File: src/rtl/multicycle_controller.sv
// Moore control FSM for the multi-cycle MIPS datapath.
// Sequences fetch/decode/execute/mem/writeback and stalls on mem_ready.
module multicycle_controller #(
  parameter bit MEM_HANDSHAKE = 1'b1,
  parameter bit TRAP_ILLEGAL  = 1'b1
) (
  input  logic       clk,
  input  logic       rst,
  input  logic [5:0] opcode,
  input  logic [5:0] funct,
  input  logic       mem_ready,
  output logic       PCWrite,
  output logic       PCWriteCond,
  output logic       IorD,
  output logic       MemRead,
  output logic       MemWrite,
  output logic       IRWrite,
  output logic       MemtoReg,
  output logic       RegWrite,
  output logic       RegDst,
  output logic       ALUSrcA,
  output logic       Ext_op,
  output logic [1:0] PCSource,
  output logic [1:0] ALUSrcB,
  output logic [1:0] ALUOp,
  output logic [3:0] state,
  output logic       instr_done,
  output logic       illegal
);

  typedef enum logic [3:0] {
    S_FETCH  = 4'd0,
    S_DECODE = 4'd1,
    S_MEMADR = 4'd2,
    S_MEMRD  = 4'd3,
    S_MEMWB  = 4'd4,
    S_MEMWR  = 4'd5,
    S_REX    = 4'd6,
    S_RWB    = 4'd7,
    S_BEQ    = 4'd8,
    S_IEX    = 4'd9,
    S_IWB    = 4'd10,
    S_JMP    = 4'd11,
    S_JR     = 4'd12,
    S_TRAP   = 4'd13
  } state_e;

  state_e state_q, state_d;

  logic ready;
  logic is_r, is_jr, is_lw, is_sw, is_beq;
  logic is_addi, is_addiu, is_lui, is_j, is_legal;

  assign ready    = MEM_HANDSHAKE ? mem_ready : 1'b1;
  assign is_r     = (opcode == 6'b000000);
  assign is_jr    = is_r && (funct == 6'b001000);
  assign is_lw    = (opcode == 6'b100011);
  assign is_sw    = (opcode == 6'b101011);
  assign is_beq   = (opcode == 6'b000100);
  assign is_addi  = (opcode == 6'b001000);
  assign is_addiu = (opcode == 6'b001001);
  assign is_lui   = (opcode == 6'b001111);
  assign is_j     = (opcode == 6'b000010);
  assign is_legal = is_r | is_lw | is_sw | is_beq | is_addi
                  | is_addiu | is_lui | is_j;

  // Next-state selection; unused codes fall back to FETCH.
  always_comb begin
    state_d = S_FETCH;
    unique case (state_q)
      S_FETCH:  state_d = ready ? S_DECODE : S_FETCH;
      S_DECODE: begin
        if (is_jr)                      state_d = S_JR;
        else if (is_r)                  state_d = S_REX;
        else if (is_lw || is_sw)        state_d = S_MEMADR;
        else if (is_beq)                state_d = S_BEQ;
        else if (is_addi || is_addiu || is_lui)
                                        state_d = S_IEX;
        else if (is_j)                  state_d = S_JMP;
        else if (TRAP_ILLEGAL)          state_d = S_TRAP;
        else                            state_d = S_FETCH;
      end
      S_MEMADR: state_d = is_lw ? S_MEMRD : S_MEMWR;
      S_MEMRD:  state_d = ready ? S_MEMWB : S_MEMRD;
      S_MEMWB:  state_d = S_FETCH;
      S_MEMWR:  state_d = ready ? S_FETCH : S_MEMWR;
      S_REX:    state_d = S_RWB;
      S_RWB:    state_d = S_FETCH;
      S_BEQ:    state_d = S_FETCH;
      S_IEX:    state_d = S_IWB;
      S_IWB:    state_d = S_FETCH;
      S_JMP:    state_d = S_FETCH;
      S_JR:     state_d = S_FETCH;
      S_TRAP:   state_d = S_TRAP;
      default:  state_d = S_FETCH;
    endcase
  end

  // State register with synchronous reset to FETCH.
  always_ff @(posedge clk) begin
    if (rst) state_q <= S_FETCH;
    else     state_q <= state_d;
  end

  logic pcw_d, pcc_d, mr_d, mw_d, irw_d, rw_d;

  // Moore output decode; only FETCH/MEMWR/DECODE/IEX look past the state.
  always_comb begin
    pcw_d      = 1'b0;
    pcc_d      = 1'b0;
    mr_d       = 1'b0;
    mw_d       = 1'b0;
    irw_d      = 1'b0;
    rw_d       = 1'b0;
    IorD       = 1'b0;
    MemtoReg   = 1'b0;
    RegDst     = 1'b0;
    ALUSrcA    = 1'b0;
    Ext_op     = 1'b0;
    PCSource   = 2'b00;
    ALUSrcB    = 2'b00;
    ALUOp      = 2'b00;
    instr_done = 1'b0;
    illegal    = 1'b0;
    unique case (state_q)
      S_FETCH: begin
        mr_d    = 1'b1;
        ALUSrcB = 2'b01;
        irw_d   = ready;
        pcw_d   = ready;
      end
      S_DECODE: begin
        ALUSrcB    = 2'b11;
        Ext_op     = 1'b1;
        instr_done = !is_legal && !TRAP_ILLEGAL;
      end
      S_MEMADR: begin
        ALUSrcA = 1'b1;
        ALUSrcB = 2'b10;
        Ext_op  = 1'b1;
      end
      S_MEMRD: begin
        mr_d = 1'b1;
        IorD = 1'b1;
      end
      S_MEMWB: begin
        MemtoReg   = 1'b1;
        rw_d       = 1'b1;
        instr_done = 1'b1;
      end
      S_MEMWR: begin
        mw_d       = 1'b1;
        IorD       = 1'b1;
        instr_done = ready;
      end
      S_REX: begin
        ALUSrcA = 1'b1;
        ALUOp   = 2'b10;
      end
      S_RWB: begin
        RegDst     = 1'b1;
        rw_d       = 1'b1;
        instr_done = 1'b1;
      end
      S_BEQ: begin
        ALUSrcA    = 1'b1;
        ALUOp      = 2'b01;
        pcc_d      = 1'b1;
        PCSource   = 2'b01;
        instr_done = 1'b1;
      end
      S_IEX: begin
        ALUSrcA = 1'b1;
        ALUSrcB = 2'b10;
        ALUOp   = is_lui ? 2'b11 : 2'b00;
        Ext_op  = !is_lui;
      end
      S_IWB: begin
        rw_d       = 1'b1;
        instr_done = 1'b1;
      end
      S_JMP: begin
        pcw_d      = 1'b1;
        PCSource   = 2'b10;
        instr_done = 1'b1;
      end
      S_JR: begin
        pcw_d      = 1'b1;
        PCSource   = 2'b11;
        instr_done = 1'b1;
      end
      S_TRAP:  illegal = 1'b1;
      default: ;
    endcase
  end

  // Reset suppresses every write enable in the same cycle.
  assign PCWrite     = pcw_d & ~rst;
  assign PCWriteCond = pcc_d & ~rst;
  assign MemRead     = mr_d  & ~rst;
  assign MemWrite    = mw_d  & ~rst;
  assign IRWrite     = irw_d & ~rst;
  assign RegWrite    = rw_d  & ~rst;
  assign state       = state_q;

endmodule

File: config.mk
export PLATFORM = sky130hd
export DESIGN_NAME = multicycle_controller
export DESIGN_NICKNAME = d
export VERILOG_FILES = /design/src/rtl/multicycle_controller.sv
export SDC_FILE = /design/constraint.sdc
export NUM_CORES = 1
export LEC_CHECK = 0
export ABC_AREA = 1
export BUFFER_PORTS_ARGS = -buffer_cell sky130_fd_sc_hd__buf_2
export CELL_PAD_IN_SITES_DETAIL_PLACEMENT = 1
export CELL_PAD_IN_SITES_GLOBAL_PLACEMENT = 2
export CORE_MARGIN = 2
export CORE_UTILIZATION = 18
export CTS_BUF_LIST = sky130_fd_sc_hd__clkbuf_8
export CTS_CLUSTER_DIAMETER = 150
export DETAILED_ROUTE_END_ITERATION = 10
export GPL_ROUTABILITY_DRIVEN = 0
export PLACE_DENSITY = 0.79
export RECOVER_POWER = 50
export SLEW_MARGIN = 5
export SYNTH_ARGS = -nofsm -noshare
export SYNTH_HDL_FRONTEND = slang
export SYNTH_SLANG_ARGS = --single-unit
export TNS_END_PERCENT = 20
File: constraint.sdc
create_clock -name clk -period 1.6 [get_ports clk]
set_clock_uncertainty 0.05 [all_clocks]
set_input_delay 0.24 -clock clk [delete_from_list [all_inputs] [get_ports clk]]
set_output_delay 0.24 -clock clk [all_outputs]
set_load 0.01 [all_outputs]
-- Word level (Yosys, flattened, before mapping)
Cells that the tools add are included.
- bits in latches: 0
- output and inout port bits: 23
- memory bits (read-only): 0
- memory bits (writable): 0
- register bits: 4
- memories kept: 0
- multiplexer cells: 28
- shift operators: 0
- bitwise operators: 7
- $add $sub $neg: 0
- divide/modulo/power cells: 0
- equality and inequality tests: 21
- order comparisons: 0
- multipliers: 0
- reduce and logical (&&, ||, !) cells: 15
- operators with widths (kind ; number):
    one-hot mux 4 bit (8 select lines) ; 1
    equality test 4 bit, second input constant ; 6
    equality test 6 x 4 -> 1 bit, second input constant ; 4
    2-to-1 mux 3 bit ; 6
    one-hot mux 2 bit (3 select lines) ; 3
    equality test 4 x 3 -> 1 bit, second input constant ; 4
    equality test 6 bit, second input constant ; 2
    2-to-1 mux 4 bit ; 3
    2-to-1 mux 1 bit ; 11
    OR reduction 2 bit ; 5
    equality test 4 x 2 -> 1 bit, second input constant ; 2
    bitwise AND 1 bit ; 6
    equality test 6 x 2 -> 1 bit, second input constant ; 1
    equality test 6 x 3 -> 1 bit, second input constant ; 1
    zero test 6 bit ; 1
    one-hot mux 1 bit (2 select lines) ; 3
    OR reduction 6 bit ; 1
    equality test 4 x 1 -> 1 bit, second input constant ; 1
    zero test 4 bit ; 1
    OR reduction 4 bit ; 1
    logical OR 1 bit ; 3
    OR reduction 3 bit ; 1
    2-to-1 mux 2 bit ; 1
    logical AND 1 bit ; 1
    other kinds (2) ; 2

-- Depth between registers and ports, before layout
Gate-level depths: netlist of the first run.
- word-level depth: 9
- depth in mapped cells: 7
- gate-level depth less buffers: 7

-- Worst setup path after synthesis of the first run
OpenSTA, ideal clock, no wires.
- kind: register to output
- start: register state_q[1] (netlist: state[1])
- end: output instr_done
- stages on the path, launching flop included: 8
- arrival time: 1138 ps
- data required time: 1310 ps
- slack: 172 ps
- path through: dfxtp_1 inv_1 nand2_1 nor2_1 nor2_1 o21ai_1 a21oi_1 nand3_1
- cells in the longest elaborated chain, start to end: 3
- elaborated cells between the ends (all ways): 9
- those cells by class: eq/ne (7); mux (1); reduce/logical (1)
- RTL lines (element ; RTL line ; text):
    from (decl) ; 48 ; state_e state_q, state_d;
    from (signal assigned) ; 102 ; else state_q <= state_d;
    equality test 4 bit / equality test 4 x 3 -> 1 bit (equally long branches) ; 125 ; unique case (state_q)
    OR reduction 6 bit (no line) ; n/a ;
    one-hot mux 1 bit (2 select lines) * ; 125 ;
    to (decl) ; 27 ; output logic instr_done,
Every way passes the cells marked *; elsewhere a longest branch is shown, timed or not.

-- Worst setup path after layout of the first run
- start: register state_q[3] (netlist: state[3])
- end: output instr_done
Same word-level chain as after synthesis.

==> results of run 1 <==
-- what timing repair did --
item	CTS	global route
endpoints found under the setup margin	10	14
hold buffers	0	0
buffers inserted	2	0
pin swaps	2	4
resized for setup	17	19
-- final timing paths --
kind | startpoint | end | slack [ps]
setup / recovery | state[3]$_SDFF_PP0_ | instr_done | -70
hold / removal | rst | state[0]$_SDFF_PP0_ | 290
setup reg to reg | state[0]$_SDFF_PP0_ | state[2]$_SDFF_PP0_ | 310
hold reg to reg | state[3]$_SDFF_PP0_ | state[3]$_SDFF_PP0_ | 560
-- report_power, final --
group	switching, mW	internal (mW)
Clock	0.0535	0.160
Combinational	0.240	0.154
Sequential	0.0314	0.116
-- metal layers --
metal | GRT usage | share of wire
met2 | 0.2438 | 0.51
met5 | 0 | 0
met3 | 0.03625 | 0.047
met1 | 0.1639 | 0.43
met4 | 0.04762 | 0.011
-- area by class of cell --
class	instances	area (sq um)	share of cell area
multi-input cells	89	475.5	0.4935
repair buffers	41	214.0	0.2221
flip-flops and latches	4	95.09	0.09870
inverters	20	82.58	0.08571
well taps	44	55.05	0.05714
clock buffers	3	41.29	0.04286
-- Yosys cell counts --
cell type | number | share of area
or2_2 | 1 | 0.011
nand2_2 | 1 | 0.011
nor2_2 | 4 | 0.044
inv_2 | 2 | 0.013
o21ai_1 | 1 | 0.0087
o21ai_2 | 1 | 0.015
nand3_1 | 14 | 0.12
nand3_2 | 1 | 0.018
nand4_1 | 4 | 0.044
nor2_4 | 1 | 0.020
inv_1 | 18 | 0.12
clkbuf_1 | 1 | 0.0066
nor2_1 | 28 | 0.18
a21oi_1 | 8 | 0.070
nand3b_1 | 1 | 0.013
nand2_1 | 22 | 0.14
dfxtp_1 | 4 | 0.14
o21ai_0 | 2 | 0.018
-- kinds of logic (layout without fill, tap and decap cells) --
| family | Yosys count | after routing | share of synthesized area |
|---|---|---|---|
| and+or+nand+nor | 77 | 77 | 0.6105 |
| AOI/OAI and AO/OA | 12 | 12 | 0.1116 |
| buffers and inverters | 21 | 64 | 0.1378 |
| DFF | 4 | 4 | 0.1400 |
-- stage by stage --
step | utilization | cell area [sq um] | worst slack, ps
5_1_grt | 0.3182 | 963.4 | -126.6
6_report | 0.3182 | 963.4 | -68.99
3_5_place_dp | 0.2719 | 823.3 | -22.02
2_1_floorplan | - | 571.8 | 171.9
3_3_place_gp | 0.2719 | 823.3 | 26.28
4_1_cts | 0.3017 | 913.4 | -37.88
==> reports/results.ini, run 1 <==
[final_layout]
layout_common_cells=buf_2 (36), nor2_1 (23), nand2_1 (17)
drive_gt1_frac=0.4841
syn_to_final_growth_pct=68.49
layout_commonest_cell=buf_2
nFillCells=421
fin_nets=174
diodes=0
final_cells=201
largest_reg_flops=4

[run]
max_cap_viol_count=0

[routing]
wl_per_cell_um=12.12
detail-route-antenna-nets=0
vias_per_cell=4.378
dr.pass1.iters=4
num_vias=880
wl_um=2436
drt_iter0_markers=21
drc_errors=0

[clock_network]
clkSinkCount=4
clkTransAtPathRegs_ps=30
cts_root_buf=clkbuf_8
clk_path_buf_depth=2
cts_tree=done
clock_latency_ps=220
h-tree-depth=1
cts_buffers=3

[timing]
setup-violations-final=1
finalMaxSlewViolations=0
relSlewSlack=0.8394
worst_pin_slew_ps=240.2
hold_viol_final=0
period_share=1.043
tns_ps=-68.99
rsz0062_at_grt=true
timing.final.ws_setup_ps=-68.99
holdWs_ps=292.3
post-route-min-period_ps=1669
maxClockFrequency_ghz=0.5992

[setup_path]
path_cells=inv_4 -> nand2_4 -> nor2_1 -> nor2_2 -> o21ai_2 -> a21oi_1 -> nand3_1 -> buf_2
cp_data_arrival_time_ps=1380
cp_max_fo=6
setup.worst_path.class=flip-flop to output pin
path_delay_family=flip-flops
worst_path_max_delay_cell=dfxtp_4
cp_num_buf_inv=2
worstPathRequired_ps=1310
worst_setup_path_end_kind=output pin
critPathLaunchType=flip-flop
slowest_delay_ps=390
cp.depth=8
ff2ff_path_depth=7

[synthesis]
synth.cell_area_sq_um=571.8
ys_seq_elements=4
syn_area_per_cell_sq_um=5.016
yosysSeqAreaShare=0.1400
ys_types=18
synth_nets=129
yosysWarnings=0
synth_cells=114

[status]
outcome=finished, violations left
violations=setup timing

[pwr]
power_leakage_nw=0.5479
cellPowerDensity_nw_per_um2=784.3
ir_worst_vdd_mv=0.5614
power_mw=0.7556

[global_route]
first_global_vias=870
track_usage=0.1391
grt.overflow.total=0
grt_pass1_wl_um=3753
antenna_found_initial=0
grt_max_degree=10

[floorplanning]
die_w_um=60.36
ios=38
initial_core_util=0.1888
die_h_um=60.36
core_sq_um=3028
num_rows=20
dieArea_sq_um=3643

[min_path]
min_path_type=input port to flip-flop
hold_depth=2

[placement]
port_buffers=37
place_inst=196
dp_hpwl_um=1860

No activity file was read; power rests on OpenSTA's default activity.
==> run 2: changes to the inputs <==
Settings changed: CORE_UTILIZATION 18 to 17, CTS_BUF_LIST sky130_fd_sc_hd__clkbuf_8 to default, PLACE_DENSITY 0.79 to 0.75.
==> run 2 against run 1 <==
Compared with the run above:
- sequential share of layout area up 0.44 points
- the flow still finishes with violations (setup timing)
- routed wire length is 14% lower
- critical path type unchanged
- hold slack got worse by 52 ps
==> reports/results.ini, run 2 (synthesis gave the netlist of run 1 again) <==
[timing]
maxClockFrequency_ghz=0.6212  ; was 0.5992 GHz
hold_viol_final=0  ; unchanged
setup-violations-final=2  ; was 1
finalMaxSlewViolations=0  ; unchanged
post-route-min-period_ps=1610  ; was 1669 ps
tns_ps=-12.73  ; was -68.99 ps
period_share=1.006  ; was 1.043
rsz0062_at_grt=true  ; unchanged
timing.final.ws_setup_ps=-9.803  ; was -68.99 ps
relSlewSlack=0.8311  ; was 0.8394
worst_pin_slew_ps=252.6  ; was 240.2 ps

[final_layout]
syn_to_final_growth_pct=61.27  ; was 68.49%
drive_gt1_frac=0.4395  ; was 0.4841
largest_reg_flops=4  ; unchanged
seq_area_sq_um=95.09  ; unchanged
fin_area_sq_um=922.1  ; was 963.4 sq um
multi_input_area_sq_um=454.2  ; was 475.5 sq um
layout_common_cells=buf_2 (36), nor2_1 (24), nand2_1 (19)  ; was buf_2 (36), nor2_1 (23), nand2_1 (17)
fin_util=0.2808  ; was 0.3182
layout_commonest_cell=buf_2  ; unchanged
diodes=0  ; unchanged
fin_nets=174  ; unchanged
nFillCells=456  ; was 421

[clock_network]
clock_latency_ps=240  ; was 220 ps
clkTransAtPathRegs_ps=40  ; was 30 ps
cts_buffers=3  ; unchanged
h-tree-depth=1  ; unchanged
cts_tree=done  ; unchanged
clk_path_buf_depth=2  ; unchanged
clkSinkCount=4  ; unchanged
cts_hold_buf=0  ; unchanged
cts_root_buf=clkbuf_4  ; was clkbuf_8

[floorplanning]
initial_core_util=0.1741  ; was 0.1888
ios=38  ; unchanged
dieArea_sq_um=3843  ; was 3643 sq um
die_w_um=62.00  ; was 60.36 um
num_rows=21  ; was 20
die_h_um=62.00  ; was 60.36 um
core_sq_um=3284  ; was 3028 sq um

[routing]
met1Wirelength_um=994  ; was 1056 um
dr.pass1.iters=4  ; unchanged
drt_iter0_markers=24  ; was 21
detail-route-antenna-nets=0  ; unchanged
route.met2.wl_um=1038  ; was 1236 um
top_layer=met4  ; unchanged
wl_um=2104  ; was 2436 um
wl_per_cell_um=10.36  ; was 12.12 um
num_vias=848  ; was 880
drc_errors=0  ; unchanged
met3_length_um=44  ; was 115 um
vias_per_cell=4.177  ; was 4.378

[setup_path]
critPathLaunchType=flip-flop  ; unchanged
worst_setup_path_end_kind=output pin  ; unchanged
cp_max_fo=7  ; was 6
worstPathRequired_ps=1310  ; about the same
setup.worst_path.class=flip-flop to output pin  ; unchanged
cp_data_arrival_time_ps=1320  ; was 1380 ps

[placement]
placed_area_sq_um=833.3  ; was 823.3 sq um
port_buffers=37  ; unchanged
dpl_worst_slack_ps=56.43  ; was -22.02 ps
dp_hpwl_um=1803  ; was 1860 um

[pwr]
internal_power_mw=0.3437  ; was 0.4304 mW
cellPowerDensity_nw_per_um2=685.0  ; was 784.3 nW/um^2
power_mw=0.6316  ; was 0.7556 mW
power_switching_mw=0.2879  ; was 0.3253 mW
clockPowerShare=0.204  ; was 0.283
swShare=0.4559  ; was 0.4304
power_leakage_nw=0.5319  ; was 0.5479 nW
seqPwrFrac=0.224  ; was 0.195
ir_worst_vdd_mv=0.2058  ; was 0.5614 mV
power_frac_comb=0.572  ; was 0.522

[run]
max_cap_viol_count=0  ; unchanged

[global_route]
grt_pass1_wl_um=3581  ; was 3753 um
track_usage=0.1258  ; was 0.1391
grt.overflow.total=0  ; unchanged
antenna_found_initial=0  ; unchanged
first_global_vias=813  ; was 870
grt_max_degree=10  ; unchanged

[min_path]
min_path_type=input port to flip-flop  ; unchanged

[status]
outcome=finished, violations left  ; unchanged
violations=setup timing  ; unchanged

[run 2: cell count changes in the layout (fill, tap and decap cells not counted), moves of 2 or more]
cell,change
clkbuf_8,-3
nor2_4,-2
nand2_1,+2
inv_1,+2
inv_2,-2
nand2_2,-2
clkbuf_4,+3
[run 2: cell type report]
class	count	share of cell area
clock buffers	3	0.02442
inverters	20	0.08955
multi-input cells	89	0.4925
flip-flops and latches	4	0.1031
well taps	46	0.06242
repair buffers	41	0.2280
[run 2: metrics by stage]
step	std cells	hold slack, ps
floorplan	114	446.4
global placement	199	485.8
detailed placement	199	483.4
CTS	202	235.9
global route	203	248.2
finish	203	240.8
[run 2: power groups by stage]
stage / logic (mW) / clock network, mW / registers, mW
finish: 0.361 / 0.129 / 0.142
global route: 0.412 / 0.138 / 0.145
CTS: 0.344 / 0.134 / 0.142
detailed placement: 0.321 / 0 / 0.135
global placement: 0.321 / 0 / 0.135
floorplan: 0.182 / 0 / 0.138
[run 2: routing by layer]
layer / global-route usage / vias to the layer above
li1: - / 446
met1: 0.1698 / 383
met2: 0.1979 / 15
met3: 0.006211 / 4
met4: 0.07295 / 0
met5: 0 / -
[run 2: worst max-delay path, stage by stage, from the launching register on]
cell	delay, ps
dfxtp_4	370
nor2_2	150
inv_4	80
nor2_2	120
nand2_2	80
a21oi_1	130
buf_2	140
[run 2: worst paths after layout]
path	from	to	slack [ps]	cells after the start
hold reg to reg	state[0]$_SDFF_PP0_	state[3]$_SDFF_PP0_	470	2
setup / recovery	state[2]$_SDFF_PP0_	PCWrite	-10	6
hold / removal	rst	state[2]$_SDFF_PP0_	240	2
setup reg to reg	state[1]$_SDFF_PP0_	state[1]$_SDFF_PP0_	330	7
[run 2: repair_timing]
action | in CTS | in global routing
setup buffers | 0 | 1
setup endpoints to repair | 11 | 12
gates resized for setup | 20 | 9
pin swaps | 1 | 4
==> run 3: changes to the inputs <==
Settings changed: REMOVE_ABC_BUFFERS from default to 1.
==> run 3 against run 2 <==
Compared with the run above:
- the run still ends with setup timing left
- sequential power is 3% higher
- non-clock buffer count is 6 higher
- total power is 7.9% higher
- worst setup slack worse by 33 ps
- clock-buffer cell count stayed put
- routed wire length is 10% higher
- utilization is 2.2 points higher
- sequential share of layout area is 0.75 points lower
- critical path type unchanged
- largest power group unchanged
==> reports/results.ini, run 3 (synthesis gave the netlist of run 1 again) <==
[status]
outcome=finished, violations left  ; unchanged
violations=setup timing  ; unchanged

[placement]
dp_hpwl_um=1821  ; was 1803 um
place_inst=199  ; unchanged
dpl_worst_slack_ps=66.34  ; was 56.43 ps
port_buffers=37  ; unchanged
placed_area_sq_um=833.3  ; unchanged

[final_layout]
syn_to_final_growth_pct=73.96  ; was 61.27%
drive_gt1_frac=0.4785  ; was 0.4395
fin_nets=180  ; was 174
final_cells=209  ; was 203
fin_util=0.3029  ; was 0.2808
largest_reg_flops=4  ; unchanged
fin_area_sq_um=994.7  ; was 922.1 sq um
layout_common_cells=buf_2 (35), nor2_1 (25), nand2_1 (19)  ; was buf_2 (36), nor2_1 (24), nand2_1 (19)
nFillCells=457  ; was 456
diodes=0  ; unchanged
layout_commonest_cell=buf_2  ; unchanged

[setup_path]
crit-reg2reg-launch=state[3]$_SDFF_PP0_  ; was state[1]$_SDFF_PP0_
worstPathRequired_ps=1310  ; about the same
setup.worst_path.class=flip-flop to output pin  ; unchanged
path_delay_family=flip-flops  ; unchanged
cp-startpoint=state[3]$_SDFF_PP0_  ; was state[2]$_SDFF_PP0_
ff2ff_path_depth=6  ; was 7
worst_setup_path_end_kind=output pin  ; unchanged
path_cells=inv_6 -> nand2_4 -> nor2_1 -> nor2_1 -> o21ai_2 -> a21oi_2 -> nand3_1 -> buf_2  ; was nor2_2 -> inv_4 -> nor2_2 -> nand2_2 -> a21oi_1 -> buf_2
cp.depth=8  ; was 6
worst_path_most_repeated_cell=nor2_1  ; was nor2_2
cp_num_buf_inv=2  ; unchanged
slowest_delay_ps=380  ; was 370 ps
critPathLaunchType=flip-flop  ; unchanged
cp_max_fo=5  ; was 7
worst_path_max_delay_cell=dfxtp_4  ; unchanged
cp_data_arrival_time_ps=1350  ; was 1320 ps

[global_route]
grt_busiest_layer=met2  ; unchanged
first_global_vias=896  ; was 813
use_met3=0.006211  ; unchanged
track_usage=0.1296  ; was 0.1258
grt_max_degree=10  ; unchanged
gr-usage-met1=0.1537  ; was 0.1698
grt_use_met2=0.2307  ; was 0.1979
grt.overflow.total=0  ; unchanged
grt_pass1_wl_um=3636  ; was 3581 um
antenna_found_initial=0  ; unchanged

[routing]
drc_errors=0  ; unchanged
drt_iter0_markers=22  ; was 24
dr.pass1.iters=4  ; unchanged
detail-route-antenna-nets=0  ; unchanged
vias_per_cell=4.330  ; was 4.177
num_vias=905  ; was 848
wl_per_cell_um=11.08  ; was 10.36 um
wl_um=2315  ; was 2104 um

[timing]
setup-violations-final=1  ; was 2
maxClockFrequency_ghz=0.6088  ; was 0.6212 GHz
hold_viol_final=0  ; unchanged
timing.final.ws_setup_ps=-42.67  ; was -9.803 ps
relSlewSlack=0.8299  ; was 0.8311
period_share=1.027  ; was 1.006
tns_ps=-42.67  ; was -12.73 ps
holdWs_ps=245.6  ; was 240.8 ps
post-route-min-period_ps=1643  ; was 1610 ps
worst_pin_slew_ps=254.4  ; was 252.6 ps
rsz0062_at_grt=true  ; unchanged
finalMaxSlewViolations=0  ; unchanged

[floorplanning]
num_rows=21  ; unchanged
ios=38  ; unchanged
dieArea_sq_um=3843  ; unchanged
initial_core_util=0.1741  ; unchanged
die_w_um=62.00  ; unchanged
die_h_um=62.00  ; unchanged
core_sq_um=3284  ; unchanged

[pwr]
power_leakage_nw=0.5685  ; was 0.5319 nW
power_mw=0.6816  ; was 0.6316 mW
ir_worst_vdd_mv=0.1533  ; was 0.2058 mV
cellPowerDensity_nw_per_um2=685.2  ; was 685.0 nW/um^2

[min_path]
hold_depth=2  ; unchanged
min_path_type=input port to flip-flop  ; unchanged
hp-start=rst  ; unchanged

[clock_network]
cts_root_buf=clkbuf_4  ; unchanged
clk_path_buf_depth=2  ; unchanged
clkSinkCount=4  ; unchanged
clkTransAtPathRegs_ps=40  ; about the same
cts_hold_buf=0  ; unchanged
clock_latency_ps=240  ; about the same
h-tree-depth=1  ; unchanged
cts_tree=done  ; unchanged
cts_buffers=3  ; unchanged

[run]
max_cap_viol_count=0  ; unchanged

==> run 3: cell types whose count changed in the layout (fill, tap and decap cells not counted), sizes merged <==
| cell | before | now |
|---|---|---|
| buf | 39 | 45 |
==> run 3: what timing repair did <==
item                                    4_1_cts  5_1_grt
pin swaps                                     2        6
setup buffers                                 3        4
cloned                                        0        0
endpoints found under the hold margin         0        0
gates resized for setup                      16       19
endpoints found under the setup margin       11       13
==> run 3: layout make-up <==
| type | instances | area, sq um | area share |
|---|---|---|---|
| timing repair buffer | 47 | 261.5 | 0.2629 |
| sequential | 4 | 95.09 | 0.09560 |
| multi-input combinational | 89 | 473.0 | 0.4755 |
| tap | 46 | 57.56 | 0.05786 |
| clock buffer | 3 | 22.52 | 0.02264 |
| inverter | 20 | 85.08 | 0.08553 |
==> run 3: worst paths after layout <==
path / slack, ps / to
setup / recovery: -40 / instr_done
hold / removal: 250 / state[2]$_SDFF_PP0_
setup reg to reg: 350 / state[0]$_SDFF_PP0_
hold reg to reg: 490 / state[3]$_SDFF_PP0_
==> run 3: routing by layer <==
| layer | wire [um] | vias to the layer above |
|---|---|---|
| li1 | - | 459 |
| met1 | 1014 | 430 |
| met2 | 1210 | 14 |
| met3 | 63 | 2 |
| met4 | 27 | 0 |
| met5 | 0 | - |
==> run 3: worst reg2reg max path, delay by kind of cell, from the launching register on <==
family,cells,cell delay (ps)
and+or+nand+nor,3,390
DFF,1,360
AOI/OAI and AO/OA,1,160
buffers and inverters,2,220
==> run 3: report_power, final <==
part | total [mW] | leakage (nW) | switching [mW] | internal (mW)
combinational | 0.408 | 0.519 | 0.235 | 0.173
sequential | 0.146 | 0.0356 | 0.0300 | 0.116
clock | 0.128 | 0.0138 | 0.0437 | 0.0841
total | 0.682 | 0.569 | 0.308 | 0.373
